`src/rtl/cntr_pkg.sv`:
```
// Shared definitions for the interval timer and its embedded up-counter:
// control state encoding and the saturating increment used by exp_cnt.
package cntr_pkg;

  typedef enum logic {
    ST_IDLE = 1'b0,
    ST_RUN  = 1'b1
  } state_t;

  // Increment v by one, holding at the all-ones value of a w-bit field.
  function automatic logic [31:0] sat_inc(input logic [31:0] v, input int w);
    logic [31:0] max_v;
    max_v = (w >= 32) ? 32'hffff_ffff : ((32'd1 << w) - 32'd1);
    return (v >= max_v) ? max_v : (v + 32'd1);
  endfunction

endpackage

```
`src/rtl/cntr.sv`:
```
// Plain up-counter with enable, synchronous clear and synchronous load.
// sclear and sload only take effect on an enabled cycle; sclear wins over sload.
module cntr #(
  parameter int WIDTH = 8
) (
  input  logic             clk,
  input  logic             rst,
  input  logic             ena,
  input  logic             sclear,
  input  logic             sload,
  input  logic [WIDTH-1:0] sdata,
  output logic [WIDTH-1:0] q
);

  always_ff @(posedge clk or posedge rst) begin
    if (rst) begin
      q <= '0;
    end else if (ena) begin
      if (sclear) begin
        q <= '0;
      end else if (sload) begin
        q <= sdata;
      end else begin
        q <= q + WIDTH'(1);
      end
    end
  end

endmodule

```
`src/rtl/cntr_interval_timer.sv`:
```
// Interval timer: drives an embedded cntr to count P un-paused cycles per
// interval and emits a registered expire pulse at each interval end.
module cntr_interval_timer
  import cntr_pkg::*;
#(
  parameter int WIDTH     = 8,
  parameter int EXP_WIDTH = 4
) (
  input  logic                 clk,
  input  logic                 rst,
  input  logic                 start,
  input  logic                 stop,
  input  logic                 pause,
  input  logic                 periodic,
  input  logic [WIDTH-1:0]     period,
  output logic                 busy,
  output logic                 expire,
  output logic                 err,
  output logic [WIDTH-1:0]     q,
  output logic [EXP_WIDTH-1:0] exp_cnt
);

  // Handshake-free control: start/stop are single-cycle strobes sampled on
  // each rising edge; pause is a level honoured only while running.

  state_t               state;
  state_t               state_nxt;
  logic [WIDTH-1:0]     period_r;
  logic                 mode_r;

  logic                 run;
  logic                 start_ok;
  logic                 start_bad;
  logic                 at_end;
  logic                 wrap;
  logic                 clr;
  logic                 cnt_ena;
  logic [EXP_WIDTH-1:0] exp_cnt_nxt;

  // Priority stop > start > pause > wrap > increment is resolved here so
  // every downstream consumer sees already-qualified strobes.
  always_comb begin
    run       = (state == ST_RUN);
    start_ok  = start & ~stop & (period != '0);
    start_bad = start & ~stop & (period == '0);
    at_end    = (q == (period_r - WIDTH'(1)));
    wrap      = run & ~pause & at_end & ~stop & ~start_ok;
    clr       = stop | start_ok | wrap;
    cnt_ena   = (run & ~pause) | clr;
  end

  always_comb begin
    state_nxt = state;
    if (stop) begin
      state_nxt = ST_IDLE;
    end else if (start_ok) begin
      state_nxt = ST_RUN;
    end else if (wrap && !mode_r) begin
      state_nxt = ST_IDLE;
    end
  end

  always_ff @(posedge clk or posedge rst) begin
    if (rst) begin
      state <= ST_IDLE;
    end else begin
      state <= state_nxt;
    end
  end

  always_comb begin
    exp_cnt_nxt = exp_cnt;
    if (stop) begin
      exp_cnt_nxt = exp_cnt;
    end else if (start_ok) begin
      exp_cnt_nxt = '0;
    end else if (wrap) begin
      exp_cnt_nxt = EXP_WIDTH'(sat_inc(32'(exp_cnt), EXP_WIDTH));
    end
  end

  always_ff @(posedge clk or posedge rst) begin
    if (rst) begin
      period_r <= '0;
      mode_r   <= 1'b0;
      expire   <= 1'b0;
      err      <= 1'b0;
      exp_cnt  <= '0;
    end else begin
      if (start_ok) begin
        period_r <= period;
        mode_r   <= periodic;
      end
      expire  <= wrap;
      err     <= start_bad;
      exp_cnt <= exp_cnt_nxt;
    end
  end

  assign busy = (state == ST_RUN);

  cntr #(
    .WIDTH(WIDTH)
  ) u_cntr (
    .clk   (clk),
    .rst   (rst),
    .ena   (cnt_ena),
    .sclear(clr),
    .sload (1'b0),
    .sdata ({WIDTH{1'b0}}),
    .q     (q)
  );

endmodule

```
`config.mk`:
```
export PLATFORM = sky130hd
export DESIGN_NAME = cntr_interval_timer
export DESIGN_NICKNAME = d
export VERILOG_FILES = /design/src/rtl/cntr_pkg.sv /design/src/rtl/cntr.sv /design/src/rtl/cntr_interval_timer.sv
export SDC_FILE = /design/constraint.sdc
export NUM_CORES = 1
export LEC_CHECK = 0
export CAP_MARGIN = 0
export CELL_PAD_IN_SITES_DETAIL_PLACEMENT = 1
export CELL_PAD_IN_SITES_GLOBAL_PLACEMENT = 1
export CORE_MARGIN = 3
export CORE_UTILIZATION = 32
export CTS_CLUSTER_DIAMETER = 80
export DETAILED_ROUTE_END_ITERATION = 10
export GPL_TIMING_DRIVEN = 0
export PLACE_DENSITY = 0.76
export RECOVER_POWER = 50
export SYNTH_ARGS = -nofsm -noshare
export SYNTH_HDL_FRONTEND = slang
export SYNTH_HIERARCHICAL = 1
export SYNTH_SLANG_ARGS = --single-unit
```
`constraint.sdc`:
```
create_clock -name clk -period 3.59 [get_ports clk]
set_clock_uncertainty 0.2 [all_clocks]
set_input_delay 0.359 -clock clk [delete_from_list [all_inputs] [get_ports clk]]
set_output_delay 0.359 -clock clk [all_outputs]
set_load 0.05 [all_outputs]
```
==> run_results.csv <==
group,metric,value,unit
logic_synthesis,synth_cell_types,43,
setup_path,crit_path_end_kind,"flop",
route,vias,1306,
setup_path,path_max_fanout,10,
logic_synthesis,yosys.area.top_type,"dfrtp_1",
route,dr.pass1.iters,4,
setup_path,r2r_end,"u_cntr/q[6]$_DFFE_PP0P_",
clocking,holdBufCountCts,0,
route,wl,3570,µm
final_layout,drive_above_1_share,0.104,
route,drtAntennaViolNets,0,
timing,grt_setup_unrepaired,"no",
timing,hold_viol_final,0,
clocking,clk_path_buf_depth,2,
logic_synthesis,synth.area.top_cells,"dfrtp_1, xnor2_1, mux2_2, inv_1, nand2_1",
power_and_ir_drop,peakVddDrop,0.000188,V
setup_path,arrival,3330,ps
logic_synthesis,yosys.area_share.xor_xnor,0.0713,
clocking,cts_tree,"built",
power_and_ir_drop,finalPower,0.711,mW
floorplanning,die_area,0.00546,mm²
clocking,cts_htree_levels,1,
floorplanning,coreArea,0.00441,mm²
placement,dp.final_hpwl,2650,µm
timing,fin_crit,3340,ps
logic_synthesis,synth_compound_area_frac,0.151,
final_layout,diodes,0,
logic_synthesis,synth_top_area_frac,0.407,
final_layout,fin_area,0.00194,mm²
setup_path,rrSetupSlack,250,ps
logic_synthesis,netlist_area,0.00147,mm²
setup_path,cp-start-kind,"flop",
final_layout,nets,219,
setup_path,crit_path_frequent_cell,"or4_1",
final_layout,layout_common_cells,"dfrtp_1, clkdlybuf4s50_1, conb_1",
logic_synthesis,synth_fa_ha_area_frac,0.0255,
setup_path,r2r_start,"period_r[0]$_DFFE_PP0P_",
logic_synthesis,synthCells,155,
power_and_ir_drop,power_density,367,mW/mm²
floorplanning,core.rowCount,24,
timing,slew_headroom,0.601,
final_layout,area_growth,31.4,%
setup_path,cp_slowest_cell,"or4_1",
route,dr.first_iter.drc_count,41,
timing,max_freq,299,MHz
timing,finalCritPeriodShare,0.930,
logic_synthesis,ys_ff_latch,24,
power_and_ir_drop,switching_power,0.230,mW
clocking,cts_root_buffer,"clkbuf_8",
timing,finalSetupViolations,0,
logic_synthesis,yosys.area_share.simple,0.219,
power_and_ir_drop,netSwitchingFraction,0.323,
timing,tightest_slew,598,ps
route,drt-vias-per-instance,5.16,
logic_synthesis,ys.flop_type,"dfrtp_1",
setup_path,slowest_delay,510,ps
setup_path,criticalPathCategory,"flop to flop",
grt,grt_pass1_wl,6280,µm
power_and_ir_drop,leakage,0.781,nW
hold_path,hp-class,"input port to asynchronous set/reset pin",
logic_synthesis,synthMuxAreaShare,0.0739,
grt,grt_pass1_vias,1335,
clocking,cts_buffers,3,
run,maxCapViolations,0,
route,wire_per_inst,14.1,µm
clocking,post_cts_resize_count,0,
route,route.detailed.drc,0,
logic_synthesis,synth_edf_count,0,
logic_synthesis,synth_top_family_by_area,"simple AND/OR/NAND/NOR gates",
logic_synthesis,async_reset_ff_frac,1.00,
status,status,"completed",
placement,postPlaceCellArea,0.00187,mm²
grt,antenna_found_initial,0,
setup_path,crit_required,3580,ps
timing,maxSlewViolCount,0,
clocking,post-cts-setup-buffer-count,0,
clocking,insertion_delay,270,ps
placement,io_buffer_count,28,
floorplanning,initial_core_util,0.334,
setup_path,crit_family,"simple AND/OR/NAND/NOR gates",
power_and_ir_drop,p_int,0.481,mW
grt,grt_overflow,0,
timing,setup_tns,0,ps
logic_synthesis,ys_seq_area_frac,0.407,
power_and_ir_drop,pwr-share-seq,0.461,
clocking,cts.sink_count,24,
floorplanning,die_x,73.9,µm
power_and_ir_drop,p_comb_frac,0.276,
setup_path,cp_num_buf_inv,2,
logic_synthesis,synth_warnings,6,
final_layout,layout_commonest_cell,"dfrtp_1",
grt,grt_max_degree,17,
floorplanning,boundaryPins,29,
floorplanning,die-height,73.9,µm
placement,gp_congestion,0.734,
logic_synthesis,synth.avg_cell_area,9.51,µm²
grt,grt.total_usage,0.148,
setup_path,reg2regPathDepth,12,
setup_path,path_cells,"inv_1 > ha_1 > xnor2_1 > or4_1 > nor4_2 > o311a_1 > buf_6 > or3_4 > nand2b_4 > nand2b_2 > or4_1 > o211ai_1",
power_and_ir_drop,p_clk_frac,0.263,
clocking,clkTransAtPathRegs,90,ps
-- how the worst max path moves through the flow --
stage	cells past startpoint	to	startpoint	slack (ps)
2_1_floorplan	10	u_cntr/q[6]$_DFFE_PP0P_	busy$_DFFE_PP0P_	530
3_3_place_gp	11	u_cntr/q[6]$_DFFE_PP0P_	pause	60
3_5_place_dp	11	u_cntr/q[6]$_DFFE_PP0P_	pause	30
4_1_cts	12	u_cntr/q[6]$_DFFE_PP0P_	period_r[0]$_DFFE_PP0P_	80
5_1_grt	12	u_cntr/q[6]$_DFFE_PP0P_	period_r[0]$_DFFE_PP0P_	50
6_report	12	u_cntr/q[6]$_DFFE_PP0P_	period_r[0]$_DFFE_PP0P_	250
-- metrics by stage --
stage,setup slack [ps],hold slack (ps),std cells,util
after floorplan,528,-25.3,169,-
after global placement,60.8,310,249,0.424
after detailed placement,32.1,313,249,0.424
after CTS,84.6,186,253,0.437
after global routing,47.8,350,253,0.439
final,250,303,253,0.439
-- registers in the layout, indices dropped and copies added, names as in the netlist --
signal	count
period_r	8
u_cntr/q	8
exp_cnt	4
busy	1
err	1
expire	1
mode_r	1
-- final cells by class --
class	count	area, µm²
fill	528	2480
multi-input combinational	128	862
sequential	24	601
timing repair buffer	28	280
tap	52	65.1
clock buffer	4	55.1
inverter	11	41.3
buffer	6	32.5
-- layer usage --
metal  up-vias  track usage  routed length [µm]
li1        635            -                   -
met1       642        0.204                1630
met2        22        0.237                1750
met3         7       0.0205                 108
met4         0       0.0483                  75
met5         -            0                   0
-- power groups by stage --
stage / clock network, mW / registers [mW] / logic, mW
floorplan: 0 / 0.357 / 0.106
global placement: 0 / 0.333 / 0.190
detailed placement: 0 / 0.334 / 0.193
CTS: 0.194 / 0.328 / 0.194
global route: 0.205 / 0.334 / 0.215
finish: 0.187 / 0.327 / 0.197
-- kinds of logic (layout without fill, tap and decap cells) --
kind of cell               after synthesis  count (layout)
AOI/OAI and AO/OA                       31              31
xor gates and xnor gates                12              12
adders and majority gates                3               3
buffers and inverters                   17              49
DFF                                     24              24
muxes                                   10              10
other                                    1              15
and+or+nand+nor                         57              57
-- synth_stat cells, types with 2 or more instances --
| master | number |
|---|---|
| nor2_1 | 11 |
| inv_1 | 11 |
| o211ai_1 | 3 |
| o31ai_1 | 4 |
| nor3_1 | 5 |
| dfrtp_1 | 24 |
| nor2b_1 | 3 |
| a211oi_1 | 2 |
| nand3_1 | 4 |
| nor4_1 | 4 |
| ha_1 | 3 |
| nor3b_1 | 2 |
| nand3b_1 | 3 |
| nand2b_1 | 3 |
| o21ai_0 | 4 |
| or3_1 | 2 |
| clkbuf_1 | 4 |
| mux2_2 | 7 |
| a32oi_1 | 2 |
| o22ai_1 | 3 |
| a21oi_1 | 4 |
| or4_1 | 2 |
| nand2_1 | 11 |
| o21bai_1 | 2 |
| xnor2_1 | 11 |
| a31oi_1 | 2 |
| mux2i_1 | 3 |
(Power assumes the default switching activity.)
